`config.mk`:
```
export PLATFORM = sky130hd
export DESIGN_NAME = dram_rr_arbiter_flat
export DESIGN_NICKNAME = d
export VERILOG_FILES = /design/src/rtl/dram_rr_arbiter_if.sv /design/src/rtl/dram_rr_arbiter.sv /design/src/flat_wrapper.sv
export SDC_FILE = /design/constraint.sdc
export NUM_CORES = 1
export LEC_CHECK = 0
export CORE_UTILIZATION = 48
export CTS_CLUSTER_SIZE = 12
export DETAILED_ROUTE_END_ITERATION = 12
export PLACE_DENSITY = 0.91
export SYNTH_ARGS = -nofsm -noshare
export SYNTH_HDL_FRONTEND = slang
export SYNTH_SLANG_ARGS = --single-unit
```
`constraint.sdc`:
```
create_clock -name CLK -period 5.3 [get_ports CLK]
set_input_delay 1.06 -clock CLK [delete_from_list [all_inputs] [get_ports CLK]]
set_output_delay 1.06 -clock CLK [all_outputs]
set_load 0.05 [all_outputs]
```
`src/rtl/dram_rr_arbiter_if.sv`:
```
// Core-array / RAM bundle for dram_rr_arbiter.
// slave is the arbiter's view of the bundle; master is the view of the cores and the RAM.
interface dram_rr_arbiter_if #(
  parameter int unsigned N_REQ = 8,
  parameter int unsigned AW    = 8,
  parameter int unsigned DW    = 8
);
  // Core side: level requests, per-core address/data slices, acknowledge and read data
  logic [N_REQ-1:0]    rden;
  logic [N_REQ-1:0]    wren;
  logic [N_REQ*AW-1:0] Address;
  logic [N_REQ*DW-1:0] Din;
  logic [N_REQ-1:0]    acq;
  logic [N_REQ*DW-1:0] Dq;
  // RAM side
  logic [DW-1:0]       RAMq;
  logic [AW-1:0]       RAMAddress;
  logic [DW-1:0]       RAMDin;
  logic                RAMwren;
  // Status
  logic                busy;

  modport slave (
    input  rden, wren, Address, Din, RAMq,
    output acq, Dq, RAMAddress, RAMDin, RAMwren, busy
  );

  modport master (
    output rden, wren, Address, Din, RAMq,
    input  acq, Dq, RAMAddress, RAMDin, RAMwren, busy
  );
endinterface

```
`src/rtl/dram_rr_arbiter.sv`:
```
// Round-robin arbiter sharing one single-port synchronous data RAM between N_REQ cores.
// IDLE picks the first requester from ptr upward; writes finish in WR, reads wait
// RD_LAT cycles in RD for RAMq and acknowledge in DONE.
// Optional macro ARB_STATS_EN adds saturating grant_cnt / wait_cnt outputs.
module dram_rr_arbiter #(
  parameter int unsigned N_REQ  = 8,
  parameter int unsigned AW     = 8,
  parameter int unsigned DW     = 8,
  parameter int unsigned RD_LAT = 1
) (
  input  logic              CLK,
  input  logic              rst_n,
  dram_rr_arbiter_if.slave  bus
`ifdef ARB_STATS_EN
  ,
  output logic [31:0]       grant_cnt,
  output logic [31:0]       wait_cnt
`endif
);

  localparam int unsigned PW = (N_REQ > 1) ? $clog2(N_REQ) : 1;
  localparam int unsigned CW = 2;

  localparam logic [1:0] S_IDLE = 2'd0;
  localparam logic [1:0] S_WR   = 2'd1;
  localparam logic [1:0] S_RD   = 2'd2;
  localparam logic [1:0] S_DONE = 2'd3;

  logic [1:0]          state_q, state_d;
  logic [PW-1:0]       ptr_q, ptr_d;
  logic [PW-1:0]       gnt_q, gnt_d;
  logic [CW-1:0]       cnt_q, cnt_d;
  logic [N_REQ-1:0]    acq_q, acq_d;
  logic [N_REQ*DW-1:0] dq_q, dq_d;
  logic [AW-1:0]       addr_q, addr_d;
  logic [DW-1:0]       din_q, din_d;
  logic                wren_q, wren_d;

  logic [N_REQ-1:0]    req;
  logic [PW-1:0]       pick;
  logic                pick_vld;

  assign req = bus.rden | bus.wren;

  // Rotating priority search: first requester at or above ptr, wrapping modulo N_REQ
  always_comb begin
    pick     = '0;
    pick_vld = 1'b0;
    for (int unsigned k = 0; k < N_REQ; k++) begin
      if (!pick_vld && req[(32'(ptr_q) + k) % N_REQ]) begin
        pick     = PW'((32'(ptr_q) + k) % N_REQ);
        pick_vld = 1'b1;
      end
    end
  end

  // Next-state and registered-output logic; RAMwren and acq default low every cycle
  always_comb begin
    state_d = state_q;
    ptr_d   = ptr_q;
    gnt_d   = gnt_q;
    cnt_d   = cnt_q;
    acq_d   = '0;
    dq_d    = dq_q;
    addr_d  = addr_q;
    din_d   = din_q;
    wren_d  = 1'b0;
    case (state_q)
      S_IDLE: begin
        if (pick_vld) begin
          gnt_d  = pick;
          ptr_d  = (32'(pick) == N_REQ - 1) ? '0 : PW'(32'(pick) + 1);
          addr_d = bus.Address[32'(pick)*AW +: AW];
          din_d  = bus.Din[32'(pick)*DW +: DW];
          cnt_d  = '0;
          // wren wins over rden of the same core
          if (bus.wren[pick]) begin
            wren_d      = 1'b1;
            acq_d[pick] = 1'b1;
            state_d     = S_WR;
          end else begin
            state_d     = S_RD;
          end
        end
      end
      S_WR: begin
        state_d = S_IDLE;
      end
      S_RD: begin
        if (32'(cnt_q) == RD_LAT) begin
          dq_d[32'(gnt_q)*DW +: DW] = bus.RAMq;
          acq_d[gnt_q]              = 1'b1;
          state_d                   = S_DONE;
        end else begin
          cnt_d = CW'(32'(cnt_q) + 1);
        end
      end
      S_DONE: begin
        state_d = S_IDLE;
      end
      default: begin
        state_d = S_IDLE;
      end
    endcase
  end

  // State and output registers; reset abandons any transaction in flight
  always_ff @(posedge CLK or negedge rst_n) begin
    if (!rst_n) begin
      state_q <= S_IDLE;
      ptr_q   <= '0;
      gnt_q   <= '0;
      cnt_q   <= '0;
      acq_q   <= '0;
      dq_q    <= '0;
      addr_q  <= '0;
      din_q   <= '0;
      wren_q  <= 1'b0;
    end else begin
      state_q <= state_d;
      ptr_q   <= ptr_d;
      gnt_q   <= gnt_d;
      cnt_q   <= cnt_d;
      acq_q   <= acq_d;
      dq_q    <= dq_d;
      addr_q  <= addr_d;
      din_q   <= din_d;
      wren_q  <= wren_d;
    end
  end

  assign bus.acq        = acq_q;
  assign bus.Dq         = dq_q;
  assign bus.RAMAddress = addr_q;
  assign bus.RAMDin     = din_q;
  assign bus.RAMwren    = wren_q;
  assign bus.busy       = (state_q != S_IDLE) || (|req);

`ifdef ARB_STATS_EN
  logic [31:0]      grant_cnt_q;
  logic [31:0]      wait_cnt_q;
  logic [N_REQ-1:0] owner;

  // The current grantee exists only outside IDLE
  always_comb begin
    owner = '0;
    if (state_q != S_IDLE) owner[gnt_q] = 1'b1;
  end

  // Saturating activity counters
  always_ff @(posedge CLK or negedge rst_n) begin
    if (!rst_n) begin
      grant_cnt_q <= '0;
      wait_cnt_q  <= '0;
    end else begin
      if ((|acq_q) && (grant_cnt_q != 32'hFFFF_FFFF)) grant_cnt_q <= grant_cnt_q + 32'd1;
      if ((|(req & ~owner)) && (wait_cnt_q != 32'hFFFF_FFFF)) wait_cnt_q <= wait_cnt_q + 32'd1;
    end
  end

  assign grant_cnt = grant_cnt_q;
  assign wait_cnt  = wait_cnt_q;
`endif

endmodule
```
`src/flat_wrapper.sv`:
```
// flat-port wrapper written by rule: the top's interface ports become plain ports
module dram_rr_arbiter_flat 
#(
  parameter int unsigned N_REQ  = 8,
  parameter int unsigned AW     = 8,
  parameter int unsigned DW     = 8,
  parameter int unsigned RD_LAT = 1
)
  (CLK, rst_n, bus_rden, bus_wren, bus_Address, bus_Din, bus_RAMq, bus_acq, bus_Dq, bus_RAMAddress, bus_RAMDin, bus_RAMwren, bus_busy);
  dram_rr_arbiter_if #(.N_REQ(N_REQ), .AW(AW), .DW(DW)) bus_i ();
  input  logic CLK;
  input  logic rst_n;
  input wire logic [$bits(bus_i.rden)-1:0] bus_rden;
  input wire logic [$bits(bus_i.wren)-1:0] bus_wren;
  input wire logic [$bits(bus_i.Address)-1:0] bus_Address;
  input wire logic [$bits(bus_i.Din)-1:0] bus_Din;
  input wire logic [$bits(bus_i.RAMq)-1:0] bus_RAMq;
  output wire logic [$bits(bus_i.acq)-1:0] bus_acq;
  output wire logic [$bits(bus_i.Dq)-1:0] bus_Dq;
  output wire logic [$bits(bus_i.RAMAddress)-1:0] bus_RAMAddress;
  output wire logic [$bits(bus_i.RAMDin)-1:0] bus_RAMDin;
  output wire logic [$bits(bus_i.RAMwren)-1:0] bus_RAMwren;
  output wire logic [$bits(bus_i.busy)-1:0] bus_busy;
  assign bus_i.rden = bus_rden;
  assign bus_i.wren = bus_wren;
  assign bus_i.Address = bus_Address;
  assign bus_i.Din = bus_Din;
  assign bus_i.RAMq = bus_RAMq;
  assign bus_acq = bus_i.acq;
  assign bus_Dq = bus_i.Dq;
  assign bus_RAMAddress = bus_i.RAMAddress;
  assign bus_RAMDin = bus_i.RAMDin;
  assign bus_RAMwren = bus_i.RAMwren;
  assign bus_busy = bus_i.busy;
  dram_rr_arbiter #(.N_REQ(N_REQ), .AW(AW), .DW(DW), .RD_LAT(RD_LAT)) u_core (.CLK(CLK), .rst_n(rst_n), .bus(bus_i));
endmodule
```
==> results of run 1 <==
==> power by group through the flow <==
| stage | Sequential [mW] | Combinational, mW | Clock (mW) |
|---|---|---|---|
| after floorplan | 2.10 | 2.49 | 0 |
| after global placement | 1.27 | 4.56 | 0 |
| after detailed placement | 1.28 | 4.65 | 0 |
| after CTS | 1.29 | 4.70 | 0.641 |
| after global routing | 1.32 | 4.97 | 0.675 |
| final | 1.30 | 4.77 | 0.641 |
==> through the flow <==
| stage | total power, mW | cell area, um2 |
|---|---|---|
| detailed placement | 5.93 | 8720 |
| global route | 6.97 | 9010 |
| finish | 6.71 | 9010 |
| floorplan | 4.59 | 6100 |
| global placement | 5.83 | 8720 |
| CTS | 6.63 | 9010 |
==> path summary, 6_finish.rpt <==
path / slack, ns / to / from
worst max-delay path: 0.45 / u_core.bus.RAMAddress[7] / bus_wren[0]
worst min-delay path: 0.51 / u_core.bus.Dq[39] / u_core.bus.Dq[39]
worst max register to register: 0.48 / u_core.bus.RAMDin[0] / u_core.ptr_q[1]
worst min register to register: 0.51 / u_core.bus.Dq[39] / u_core.bus.Dq[39]
max in group asynchronous: 3.46 / u_core.bus.RAMAddress[7] / rst_n
min in group asynchronous: 0.67 / u_core.bus.Dq[32] / rst_n
==> worst max-delay path: stages <==
cell	delay, ns
clkdlybuf4s50_1	0.53
or2_1	0.31
mux4_2	0.51
a211o_1	0.39
nor4_4	0.32
nand2_1	0.27
o32ai_4	0.63
buf_4	0.34
mux2i_1	0.26
o22ai_1	0.14
a221o_1	0.30
==> cells in the final DEF (no fill, tap or decap), types with 3 or more instances in the layout <==
| cell type | instances |
|---|---|
| dfrtp_1 | 99 |
| clkinv_4 | 3 |
| nor2_1 | 28 |
| clkbuf_16 | 9 |
| or2_1 | 4 |
| nand2_1 | 23 |
| a31oi_1 | 3 |
| ha_1 | 5 |
| mux4_2 | 8 |
| a221o_1 | 18 |
| nor3_1 | 10 |
| nor4b_1 | 8 |
| nor4_1 | 7 |
| mux2i_1 | 92 |
| or2_2 | 6 |
| inv_1 | 7 |
| xnor2_1 | 4 |
| a211oi_1 | 5 |
| o22ai_1 | 23 |
| mux2_2 | 68 |
| nand3_1 | 8 |
| a32oi_1 | 3 |
| clkdlybuf4s50_1 | 242 |
| nand2b_1 | 4 |
| or3_1 | 3 |
| a21oi_1 | 8 |
| nor4bb_1 | 3 |
| buf_4 | 12 |
| o21ai_0 | 9 |
| and2_1 | 11 |
==> area by class of cell <==
cell class / instances / area share, %
Multi-Input combinational cell: 403 / 38.4
Timing Repair Buffer: 255 / 28.1
Sequential cell: 99 / 27.5
Clock buffer: 11 / 2.69
Tap cell: 168 / 2.33
Clock inverter: 5 / 0.486
Inverter: 10 / 0.417
==> routing by layer <==
metal  vias up  GRT usage, %
li1       2569             -
met1      2878          42.3
met2       379          63.0
met3       102          7.46
met4         0          17.1
met5         -             0
==> registers in the layout (all words and copies together), names as in the netlist <==
register and cells:
u_core.bus.Dq 64, u_core.bus.RAMwren 1, u_core.ptr_q 3, u_core.bus.acq 8, u_core.gnt_q 3, u_core.cnt_q 2
u_core.bus.RAMAddress 8, u_core.bus.RAMDin 8, u_core.state_q 2
==> cell families (layout without fill, tap and decap cells) <==
family	count (synthesis)	after routing	share of synthesized area, %
AOI/OAI and AO/OA	100	100	12.6
xor gates and xnor gates	6	6	0.862
adders and majority gates	5	5	1.03
buffers and inverters	38	281	3.10
DFF	99	99	40.6
muxes	168	168	30.6
and+or+nand+nor	124	124	11.2
==> impl_metrics.ini, run 1 <==
[pwr]
p_switching_mw = 3.43
combPwrFrac_pct = 71.1
seqPwrFrac_pct = 19.4
p_per_area_nw_per_um2 = 745
vdd_drop_max_v = 0.000600
p_int_mw = 3.28
switching_share_pct = 51.1
p_clk_share_pct = 9.6
leakage_nw = 3.79

[route]
route.met3.wl_um = 1820
drtPass1Iterations = 6
vias = 5928
drc = 0
wl_per_cell_um = 24.2
drt-total-wl_um = 23000
via_per_inst = 6.23
wl_met2_um = 11400
drt_iter0_markers = 597
wl_met1_um = 8610
top_layer = met4
ant_nets = 0

[logic_synthesis]
synth.avg_cell_area_um2 = 11.3
synth.most_common_cell = dfrtp_1
synth_largest_area_cell = dfrtp_1
yosysWarningCount = 0
synth_seq_cells = 99
syn_area_um2 = 6100
ys_top_cells_by_area = dfrtp_1 41%, mux2i_1 15%, mux2_2 13%
synth.top_cells.by_count = 99 x dfrtp_1, 92 x mux2i_1, 68 x mux2_2
netlist_instances = 540
synth_ff_type = dfrtp_1
ys_async_sr_fraction_pct = 100
synth_top_area_share_pct = 40.6
synth_edf_count = 0
syn_nets = 699
ys_seq_area_share_pct = 40.6
synthDistinctLibCells = 66

[timing]
fin_worst_hold_slack_ns = 0.508
setup_viol = 0
period_share_pct = 91.5
rsz0062_at_grt = no
worstMarginPinSlew_ns = 0.954
timing.fmax_mhz = 206
hold_violations = 0
setup_tns_ns = 0
relSlewSlack_pct = 36.1
period_needed_ns = 4.85
fin_ws_ns = 0.451
clock_skew_ns = 0.0120
final-max-slew-violation-count = 0

[finish]
utilization_pct = 73.8
areaGrowthSynthToFinish_pct = 47.7
nNetsFinal = 937
drive_gt1_share_pct = 15.5
register_area_um2 = 2480
multi_input_area_um2 = 3460
fin_cells = 951
diodes = 0
fillers = 830

[die]
design.core.area_um2 = 12200
initial_utilization_pct = 49.9
rows = 40
ios = 244
die_y_um = 115
fp.dieW_um = 115
dieArea_um2 = 13200

[global_route]
grt_pass1_wl_um = 35200
grt_max_degree = 62
overflow = 0
grt_pass1_vias = 6336
track_usage_pct = 36.0
grt_antenna_before_repair = 0

[place]
portBuffers = 243
routabilityCongestion = 1.07
post-dp-hpwl_um = 17000
dp_cells = 935
dp_slack_ns = 0.210

[run_status]
status = completed

[setup_path]
crit_type = in -> reg
cp-start-kind = primary input
cp_data_arrival_time_ns = 5.07
worstSetupEndpointType = register
path_max_fanout = 12
worstPathRequired_ns = 5.53
worst-r2r-cell-count = 12

[cts]
clock_path_buffers = 2
numCtsBuffers = 9
path_clk_slew_ns = 0.07
post_cts_buffers = 0
cts_sinks = 99
cts_resized = 0
cts_max_level = 3
hold_buffers = 0
clk_latency_ns = 0.35
root_buffer = clkbuf_16
cts_tree = built

[worst_hold_path]
hold_depth = 1
min_path_type = reg -> reg

[flow_run]
drv_cap = 0
(Power assumes the default switching activity.)
==> run 2: changes to the inputs <==
--- a/config.mk
+++ b/config.mk
@@ -6,8 +6,10 @@
 export NUM_CORES = 1
 export LEC_CHECK = 0
 export CORE_UTILIZATION = 48
+export CTS_CLUSTER_DIAMETER = 60
 export CTS_CLUSTER_SIZE = 12
 export DETAILED_ROUTE_END_ITERATION = 12
+export GPL_TIMING_DRIVEN = 0
 export PLACE_DENSITY = 0.91
 export SYNTH_ARGS = -nofsm -noshare
 export SYNTH_HDL_FRONTEND = slang
==> impl_metrics.ini, run 2 (synthesized netlist as in run 1, its figures left out) <==
[flow_run]
drv_cap = 0

[die]
die_y_um = 115
rows = 40
fp.dieW_um = 115
design.core.area_um2 = 12200
ios = 244
dieArea_um2 = 13200
initial_utilization_pct = 49.9

[setup_path]
path_max_fanout = 10
cp-startpoint = bus_wren[2]
worstSetupEndpointType = register
crit_type = in -> reg
cp_common_cell = o22ai_1
cp.depth = 11
reg2reg_to = u_core.bus.RAMAddress[7]
slowest_stage = o41ai_1
worstPathRequired_ns = 5.59
crit_chain = clkdlybuf4s50_1 > nor4bb_1 > o41ai_1 > a21boi_0 > o22ai_1 > o21ai_1 > and2_1 > buf_1 > nand3_2 > o22ai_1 > a221o_1
cp_data_arrival_time_ns = 5.11
rrSetupSlack_ns = 0.65
r2r_start = u_core.ptr_q[1]
worst-r2r-cell-count = 13
path_delay_family = compound AO/OA/AOI/OAI gates
cp-start-kind = primary input
crit_buf_inv = 2
cp_slowest_stage_delay_ns = 0.76

[route]
drc = 0
wl_per_cell_um = 23.1
drtPass1Iterations = 6
drt-total-wl_um = 22300
via_per_inst = 6.08
ant_nets = 0
vias = 5882
drt_iter0_markers = 475

[finish]
nNetsFinal = 954
fin_cells = 968
drive_gt1_share_pct = 16.0
fillers = 853
final_cell_mix = 242 x clkdlybuf4s50_1, 99 x dfrtp_1, 92 x mux2i_1, 68 x mux2_2, 28 x nor2_1
final_common_cell = clkdlybuf4s50_1
areaGrowthSynthToFinish_pct = 48.7
largest_reg_flops = 64
utilization_pct = 74.3
diodes = 0

[cts]
cts_resized = 0
cts_tree = built
numCtsBuffers = 9
path_clk_slew_ns = 0.08
clk_latency_ns = 0.35
post_cts_buffers = 0
root_buffer = clkbuf_16
cts_sinks = 99
hold_buffers = 0
cts_max_level = 3
clock_path_buffers = 2

[worst_hold_path]
hold_depth = 1
min_path_type = reg -> reg
hold_path_end = u_core.bus.Dq[6]
hold_start = u_core.bus.Dq[6]

[timing]
fin_ws_ns = 0.479
hold_violations = 0
clock_skew_ns = 0.00937
period_needed_ns = 4.82
fin_worst_hold_slack_ns = 0.521
rsz0062_at_grt = no
timing.fmax_mhz = 207
setup_tns_ns = 0
period_share_pct = 91.0
worstMarginPinSlew_ns = 1.27
setup_viol = 0
final-max-slew-violation-count = 0
relSlewSlack_pct = 14.7

[global_route]
grt_max_degree = 55
grt_pass1_vias = 6247
overflow = 0
track_usage_pct = 35.2
grt_antenna_before_repair = 0
grt_pass1_wl_um = 34300

[run_status]
status = completed

[pwr]
leakage_nw = 3.83
combPwrFrac_pct = 71.3
p_per_area_nw_per_um2 = 746
p_switching_mw = 3.45
switching_share_pct = 51.0
p_clk_share_pct = 9.9
vdd_drop_max_v = 0.000408
p_int_mw = 3.32
seqPwrFrac_pct = 18.7

[place]
dp_cells = 952
routabilityCongestion = 0.913
dp_slack_ns = 0.285
portBuffers = 243
post-dp-hpwl_um = 17300
[run 2: worst max path at each step]
stage	to
2_1_floorplan	u_core.bus.RAMDin[7]
3_3_place_gp	u_core.bus.acq[3]
3_5_place_dp	u_core.bus.RAMAddress[2]
4_1_cts	u_core.bus.RAMAddress[7]
5_1_grt	u_core.bus.RAMAddress[7]
6_report	u_core.bus.RAMAddress[7]
[run 2: power groups by stage]
stage	sequential [mW]	clock, mW	combinational [mW]
floorplan	2.10	0	2.49
global placement	1.24	0	4.64
detailed placement	1.26	0	4.73
CTS	1.26	0.671	4.77
global route	1.29	0.700	5.07
finish	1.27	0.671	4.82
[run 2: final cells by class]
type | count | area [um2] | area share, %
multi-input combinational | 403 | 3430 | 37.8
buffer | 28 | 151 | 1.67
clock inverter | 6 | 65.1 | 0.717
clock buffer | 10 | 239 | 2.63
tap | 168 | 210 | 2.32
timing repair buffer | 244 | 2460 | 27.1
sequential | 99 | 2480 | 27.3
inverter | 10 | 37.5 | 0.414
[run 2: through the flow]
stage	total power [mW]	cell area, um2
after CTS	6.70	9070
after floorplan	4.59	6100
after global placement	5.87	8740
after detailed placement	5.99	8770
after global routing	7.06	9070
final	6.76	9070
[run 2: worst reg2reg max path, cell delays in order (launching register included)]
cell      delay (ns)
dfrtp_1         0.49
inv_1           0.20
ha_1            0.30
buf_2           0.19
nor4b_1         0.17
o41ai_1         0.77
a21boi_0        0.44
o22ai_1         0.14
o21ai_1         0.19
and2_1          0.18
buf_1           0.55
nand3_2         0.39
o22ai_1         0.39
a221o_1         0.18
[run 2: per-layer routing]
layer	vias to the layer above	global-route usage [%]	part of all wire [%]
li1	2595	-	-
met1	2912	42.3	39
met2	311	61.7	50
met3	64	7.46	7.4
met4	0	13.8	3.4
met5	-	0	0
